===== src/rtl/rr_grant_ctrl.sv =====
// rr_grant_ctrl: round-robin arbiter/sequencer sharing one resource among N
// requesters. One grant at a time; the grant is held until the owner asserts
// done or the hold limit expires, then priority rotates past the owner.
//
// Ports:
//   clk        rising-edge clock
//   rst        asynchronous active-high reset (grant drops immediately)
//   req[N]     request vector, bit i = requester i wants the resource
//   done       owner releases the resource (only meaningful while BUSY)
//   gnt[N]     registered grant, one-hot or zero
//   gnt_valid  high while a grant is active (== |gnt)
//   gnt_id     index of granted requester, holds last value when idle
//   timeout    one-cycle pulse in the first IDLE cycle after a forced release
//   busy_cnt   cycles the current grant has been held, 0 when idle
module rr_grant_ctrl #(
  parameter int N        = 4,
  parameter int MAX_HOLD = 8,
  parameter int IDW      = $clog2(N)
) (
  input  logic           clk,
  input  logic           rst,
  input  logic [N-1:0]   req,
  input  logic           done,
  output logic [N-1:0]   gnt,
  output logic           gnt_valid,
  output logic [IDW-1:0] gnt_id,
  output logic           timeout,
  output logic [7:0]     busy_cnt
);

  typedef enum logic {IDLE, BUSY} state_t;

  localparam logic [7:0]     MAX_CNT = 8'(MAX_HOLD);
  localparam logic [IDW-1:0] LAST_ID = IDW'(N - 1);
  localparam logic [N-1:0]   ONE     = N'(1);

  state_t         state;
  logic [IDW-1:0] ptr;
  logic           win_found;
  logic [IDW-1:0] win_id;
  logic           release_now;

  // Wrapped priority search starting at ptr. Scanning offsets from high to
  // low and overwriting leaves the smallest offset (highest priority) winner,
  // so no early loop exit is needed.
  always_comb begin
    int idx;
    idx       = 0;
    win_found = 1'b0;
    win_id    = '0;
    for (int k = N - 1; k >= 0; k--) begin
      idx = int'(ptr) + k;
      if (idx >= N) idx = idx - N;
      if (req[idx[IDW-1:0]]) begin
        win_found = 1'b1;
        win_id    = idx[IDW-1:0];
      end
    end
  end

  // done wins over the hold limit, so a simultaneous hit is a normal release.
  assign release_now = done || (busy_cnt == MAX_CNT);

  always_ff @(posedge clk or posedge rst) begin
    if (rst) begin
      state     <= IDLE;
      ptr       <= '0;
      gnt       <= '0;
      gnt_valid <= 1'b0;
      gnt_id    <= '0;
      timeout   <= 1'b0;
      busy_cnt  <= '0;
    end else begin
      timeout <= 1'b0;
      case (state)
        IDLE: begin
          if (win_found) begin
            gnt       <= ONE << win_id;
            gnt_id    <= win_id;
            gnt_valid <= 1'b1;
            busy_cnt  <= 8'd1;
            state     <= BUSY;
          end
        end
        BUSY: begin
          if (release_now) begin
            gnt       <= '0;
            gnt_valid <= 1'b0;
            busy_cnt  <= '0;
            ptr       <= (gnt_id == LAST_ID) ? '0 : gnt_id + 1'b1;
            timeout   <= ~done;
            state     <= IDLE;
          end else begin
            busy_cnt <= busy_cnt + 8'd1;
          end
        end
        default: state <= IDLE;
      endcase
    end
  end

endmodule


===== config.mk =====
export PLATFORM = sky130hd
export DESIGN_NAME = rr_grant_ctrl
export DESIGN_NICKNAME = d
export VERILOG_FILES = /design/src/rtl/rr_grant_ctrl.sv
export SDC_FILE = /design/constraint.sdc
export NUM_CORES = 1
export LEC_CHECK = 0
export CORE_MARGIN = 1
export CORE_UTILIZATION = 44
export DETAILED_ROUTE_END_ITERATION = 10
export PLACE_DENSITY = 0.74
export SLEW_MARGIN = 30
export SYNTH_ARGS = -nofsm -noshare
export SYNTH_HDL_FRONTEND = slang
export SYNTH_SLANG_ARGS = --single-unit

===== constraint.sdc =====
create_clock -name clk -period 1.6 [get_ports clk]
set_input_delay 0.48 -clock clk [delete_from_list [all_inputs] [get_ports clk]]
set_output_delay 0.48 -clock clk [all_outputs]
set_load 0.03 [all_outputs]

==> results.yml, run 1 <==
flow_run:
  drv_cap: 0
cts:
  clock_latency_ns: 0.30
  cts_root_buf: "clkbuf_4"
  clk_pin_slew_worst_paths_ns: 0.11
  cts_tree: "yes"
  htree_levels: 1
  cts_buffers: 3
  clock_sinks: 19
  clockBufferDepth: 2
sta:
  hold_viol_final: 0
  worst_pin_slew_ns: 0.495
  finClkSkew_ns: 0.00220
  post-route-period-util_pct: 106
  min_period_ns: 1.70
  finalSetupViolations: 12
  maxSlewHeadroom_pct: 66.9
  fin_ws_ns: -0.101
  fmax_ghz: 0.588
  timing.setup.tns_ns: -0.657
  slew_viol_final: 0
  timing.hold.ws_ns: 0.488
  rsz0062_at_grt: "true"
worst_setup_path:
  worstPathArrival_ns: 1.90
  start_kind: "register"
  worst-path-max-fanout: 3
  path_cells: "inv_2 -> ha_4 -> nor4b_4 -> buf_4 -> nand3_4 -> a21boi_4 -> mux2_4"
  crit_slowest_cell: "dfrtp_2"
  worstSetupPathType: "reg -> reg"
  crit_family: "flip-flops"
  end_kind: "register"
  required_ns: 1.80
  max_stage_delay_ns: 0.43
  worstPathBufferInverterCount: 2
placed_design:
  io_buffers: 22
  gp_congestion: 0.865
  hpwlAfterDp_um: 1840
  placed_cell_area_sq_mm: 0.00142
global_route:
  grtUsageTotal_pct: 21.7
  grt_pass1_wl_um: 4080
  grt_overflow: 0
  grt_max_degree: 20
  grt_pass1_vias: 903
  antenna_found_initial: 0
hold_path:
  holdCritPathClass: "in -> async"
die:
  initial_core_util_pct: 46.7
  die_y_um: 50.7
  ios: 23
  fp.dieArea_sq_mm: 0.00257
  placementRows: 17
  core_sq_mm: 0.00223
  dieWidth_um: 50.7
detailed_routing:
  drcViolationCount: 0
  dr.pass1.iters: 4
  vias: 944
  vias_per_cell: 5.27
  drt_wl_total_um: 2600
  post_drt_wl_per_cell_um: 14.5
  drt_iter0_drc: 14
  ant_nets: 0
yosys:
  seq_area_frac_synth_pct: 45.6
  netlist_instances: 103
  yosysWarningCount: 0
  syn_area_sq_mm: 0.00104
  ys_ff_latch: 19
  syn_avg_cell_area_sq_um: 10.1
  synthTopCellsByArea: "dfrtp_1, nor2_1, o21ai_0"
  synth_top_area_share_pct: 45.6
  yosysUniqueCellTypes: 35
  synth_top_area_cell: "dfrtp_1"
  syn_nets: 113
power_and_ir_drop:
  p_per_area_mw_per_mm2: 1030
  vdd_drop_max_uv: 687
  power_leakage_nw: 0.719
final_layout:
  drive_above_1_share_pct: 43.0
  num_antenna_cells: 0
  fin_util_pct: 69.0
  layout.nets: 162
  syn_to_final_growth_pct: 47.6
  postLayoutCellArea_sq_mm: 0.00154
  fill_cells: 191
status:
  violations: "negative setup slack"
  status: "complete, but fails checks"
[flip-flops by register name (all words and copies together) (netlist names)]
register   count
gnt_id         2
gnt            4
timeout        1
gnt_valid      1
busy_cnt       8
ptr            2
state          1
[cell usage in the layout (no fill, tap or decap), types with 3 or more instances in the layout]
master	count
a21oi_1	3
a21oi_2	4
buf_4	25
buf_6	4
clkbuf_4	3
dfrtp_1	17
dlygate4sd2_1	8
inv_1	6
nand2_1	4
nand2b_1	4
nor2_1	10
o21ai_0	5
[synth_stat cells, drive strengths merged]
library cell,number
nor3b,1
nor2,13
a211o,1
or4,1
nand4,1
a32o,2
nor4b,1
nor4,1
or2,1
buf,2
o31ai,2
nor3,2
a31oi,3
nand2b,5
o21ai,9
ha,3
o2bb2ai,1
mux2i,1
a21oi,7
xnor2,1
dfrtp,19
a31o,2
nand2,5
nand3,3
mux2,3
or3,2
o22ai,2
inv,8
a21boi,1
[timing repair]
action / 4_1_cts / 5_1_grt
setup buffers: 2 / 4
pin swaps: 3 / 5
resized for setup: 26 / 26
hold buffers: 0 / 0
endpoints found under the setup margin: 22 / 20
[layout make-up]
type                       count  area, sq um  share of cell area, %
clock buffer                   3         22.5                   1.46
timing repair buffer          46          375                   24.4
tap                           28         35.0                   2.27
multi-input combinational     74          594                   38.6
sequential                    19          478                   31.0
inverter                       8         30.0                   1.95
clock inverter                 1         5.00                  0.325
[kinds of logic after synthesis]
family	count (synthesis)	synth area share, %
AOI/OAI and AO/OA	30	19.8
xor gates and xnor gates	1	0.839
adders and majority gates	3	3.60
buffers and inverters	10	4.44
DFF	19	45.6
muxes	4	4.92
and+or+nand+nor	36	20.9
[worst paths after layout]
path,cells past startpoint,from,slack (ns),end
worst max-delay path,7,busy_cnt[1]$_DFFE_PP0P_,-0.10,ptr[0]$_DFFE_PP0P_
worst min-delay path,3,rst,0.49,gnt_valid$_DFFE_PP0P_
worst max register to register,7,busy_cnt[1]$_DFFE_PP0P_,-0.10,ptr[0]$_DFFE_PP0P_
worst min register to register,1,gnt[2]$_DFFE_PP0P_,0.53,gnt[2]$_DFFE_PP0P_
max in group asynchronous,3,rst,0.89,busy_cnt[1]$_DFFE_PP0P_
min in group clk,1,gnt[2]$_DFFE_PP0P_,0.53,gnt[2]$_DFFE_PP0P_
[through the flow]
stage          cells  setup WS (ns)  total power, mW
2_1_floorplan    103         -0.104             1.05
3_3_place_gp     170         -0.391             1.32
3_5_place_dp     170         -0.420             1.33
4_1_cts          176         -0.109             1.56
5_1_grt          179         -0.159             1.67
6_report         179         -0.101             1.59
[power breakdown]
part / leakage (nW) / switching (mW) / internal (mW) / total, mW
logic: 0.457 / 0.375 / 0.314 / 0.689
registers: 0.244 / 0.0788 / 0.573 / 0.651
clock network: 0.0177 / 0.158 / 0.0932 / 0.251
[metal layers]
metal | up-vias | routed length (um) | share of wire, % | GRT usage (%)
met5 | - | 0 | 0 | 0
li1 | 467 | - | - | -
met2 | 21 | 1350 | 52 | 38.4
met1 | 452 | 1140 | 44 | 26.3
met4 | 0 | 34 | 1.3 | 8.33
met3 | 4 | 86 | 3.3 | 3.03
[worst reg2reg max path: stages (launching register included)]
cell      delay [ns]
dfrtp_2         0.43
inv_2           0.07
ha_4            0.12
nor4b_4         0.16
buf_4           0.18
nand3_4         0.09
a21boi_4        0.23
mux2_4          0.32
Power figures use the tool's default switching activity.
==> inputs of run 2 (changes only) <==
--- a/config.mk
+++ b/config.mk
@@ -9,6 +9,7 @@
 export CORE_UTILIZATION = 44
 export DETAILED_ROUTE_END_ITERATION = 10
 export PLACE_DENSITY = 0.74
+export SKIP_LAST_GASP = 1
 export SLEW_MARGIN = 30
 export SYNTH_ARGS = -nofsm -noshare
 export SYNTH_HDL_FRONTEND = slang
==> results.yml, run 2 (same netlist as run 1, synthesis figures left out) <==
global_route:
  grt_pass1_vias: 903
  antenna_found_initial: 0
  grt_overflow: 0
  grt_max_degree: 20
  grt_pass1_wl_um: 4080
  grtUsageTotal_pct: 21.7
final_layout:
  num_antenna_cells: 0
  final_common_cell: "buf_4"
  fin_util_pct: 68.9
  fill_cells: 192
  reg.largest.list: "busy_cnt: 8 flops, gnt: 4 flops"
  top_register: "busy_cnt"
  syn_to_final_growth_pct: 47.4
  layout.nets: 162
  drive_above_1_share_pct: 43.0
  postLayoutCellArea_sq_mm: 0.00154
  largest_register_ff_count: 8
  layout.cells.most_common_list: "buf_4, dfrtp_1, nor2_1, dlygate4sd2_1, inv_1"
status:
  status: "complete, but fails checks"
  violations: "negative setup slack"
power_and_ir_drop:
  switching_share_pct: 38.5
  power.total_mw: 1.59
  switching_power_uw: 611
  p_per_area_mw_per_mm2: 1030
  vdd_drop_max_uv: 687
  power_leakage_nw: 0.725
  power_frac_clock_pct: 15.8
  seq_power_share_pct: 41.0
  p_int_uw: 978
  share_comb_of_total_power_pct: 43.2
die:
  fp.dieArea_sq_mm: 0.00257
  core_sq_mm: 0.00223
  placementRows: 17
  dieWidth_um: 50.7
  initial_core_util_pct: 46.7
  die_y_um: 50.7
  ios: 23
sta:
  fmax_ghz: 0.587
  maxSlewHeadroom_pct: 66.9
  slew_viol_final: 0
  finalSetupViolations: 12
  post-route-period-util_pct: 106
  hold_viol_final: 0
  min_period_ns: 1.70
  worst_pin_slew_ns: 0.495
  timing.setup.tns_ns: -0.679
  rsz0062_at_grt: "true"
  fin_ws_ns: -0.103
  timing.hold.ws_ns: 0.488
  finClkSkew_ns: 0.00220
detailed_routing:
  ant_nets: 0
  drt_wl_total_um: 2610
  drcViolationCount: 0
  post_drt_wl_per_cell_um: 14.6
  drt_iter0_drc: 14
  vias_per_cell: 5.27
  dr.pass1.iters: 4
  vias: 943
cts:
  clock_sinks: 19
  clockBufferDepth: 2
  htree_levels: 1
  cts_root_buf: "clkbuf_4"
  clk_pin_slew_worst_paths_ns: 0.11
  cts_tree: "yes"
  clock_latency_ns: 0.30
  cts_buffers: 3
placed_design:
  hpwlAfterDp_um: 1840
  io_buffers: 22
  placed_cell_area_sq_mm: 0.00142
  gp_congestion: 0.865
worst_setup_path:
  worstPathArrival_ns: 1.90
  required_ns: 1.80
  end_kind: "register"
  worstSetupPathType: "reg -> reg"
  start_kind: "register"
  worst-path-max-fanout: 3
flow_run:
  drv_cap: 0
hold_path:
  holdCritPathClass: "in -> async"
==> run 2: critical path, cell delays in order (launching register included) <==
cell and delay (ns):
dfrtp_2 0.43, inv_2 0.08, ha_4 0.12, nor4b_4 0.16
buf_4 0.18, nand3_4 0.09, a21boi_4 0.23, mux2_4 0.32
==> run 2: power groups by stage <==
stage / registers (mW) / logic (mW) / clock network [mW]
final: 0.651 / 0.687 / 0.251
after floorplan: 0.781 / 0.268 / 0
after global placement: 0.655 / 0.661 / 0
after detailed placement: 0.659 / 0.671 / 0
after CTS: 0.648 / 0.645 / 0.261
after global routing: 0.664 / 0.738 / 0.270
==> run 2: layout make-up <==
cell class | instances | area (sq um) | area share, %
multi-input combinational | 74 | 594 | 38.6
timing repair buffer | 46 | 373 | 24.2
sequential | 19 | 478 | 31.1
clock buffer | 3 | 22.5 | 1.46
inverter | 8 | 30.0 | 1.95
tap | 28 | 35.0 | 2.28
clock inverter | 1 | 5.00 | 0.325
==> run 2: final timing paths <==
path / startpoint / to / slack, ns / cells after the start
max: busy_cnt[1]$_DFFE_PP0P_ / ptr[0]$_DFFE_PP0P_ / -0.10 / 7
min: rst / gnt_valid$_DFFE_PP0P_ / 0.49 / 3
max reg2reg: busy_cnt[1]$_DFFE_PP0P_ / ptr[0]$_DFFE_PP0P_ / -0.10 / 7
min reg2reg: gnt[3]$_DFFE_PP0P_ / gnt[3]$_DFFE_PP0P_ / 0.52 / 2
max in group asynchronous: rst / busy_cnt[1]$_DFFE_PP0P_ / 0.89 / 3
min in group clk: gnt[3]$_DFFE_PP0P_ / gnt[3]$_DFFE_PP0P_ / 0.52 / 2
==> run 2: metrics by stage <==
stage	setup WS (ns)	instances
2_1_floorplan	-0.104	103
4_1_cts	-0.109	176
6_report	-0.103	179
3_5_place_dp	-0.420	170
5_1_grt	-0.159	179
3_3_place_gp	-0.391	170
==> run 2: layer usage <==
| metal | up-vias | wire [um] | GRT usage (%) |
|---|---|---|---|
| met5 | - | 0 | 0 |
| met4 | 0 | 34 | 8.33 |
| met3 | 4 | 86 | 3.03 |
| met2 | 21 | 1340 | 38.4 |
| met1 | 451 | 1140 | 26.3 |
| li1 | 467 | - | - |
==> run 2: what timing repair did <==
item | CTS | global route
pin swaps | 3 | 5
endpoints found under the setup margin | 22 | 20
hold buffers | 0 | 0
resized for setup | 24 | 24
setup buffers | 2 | 4
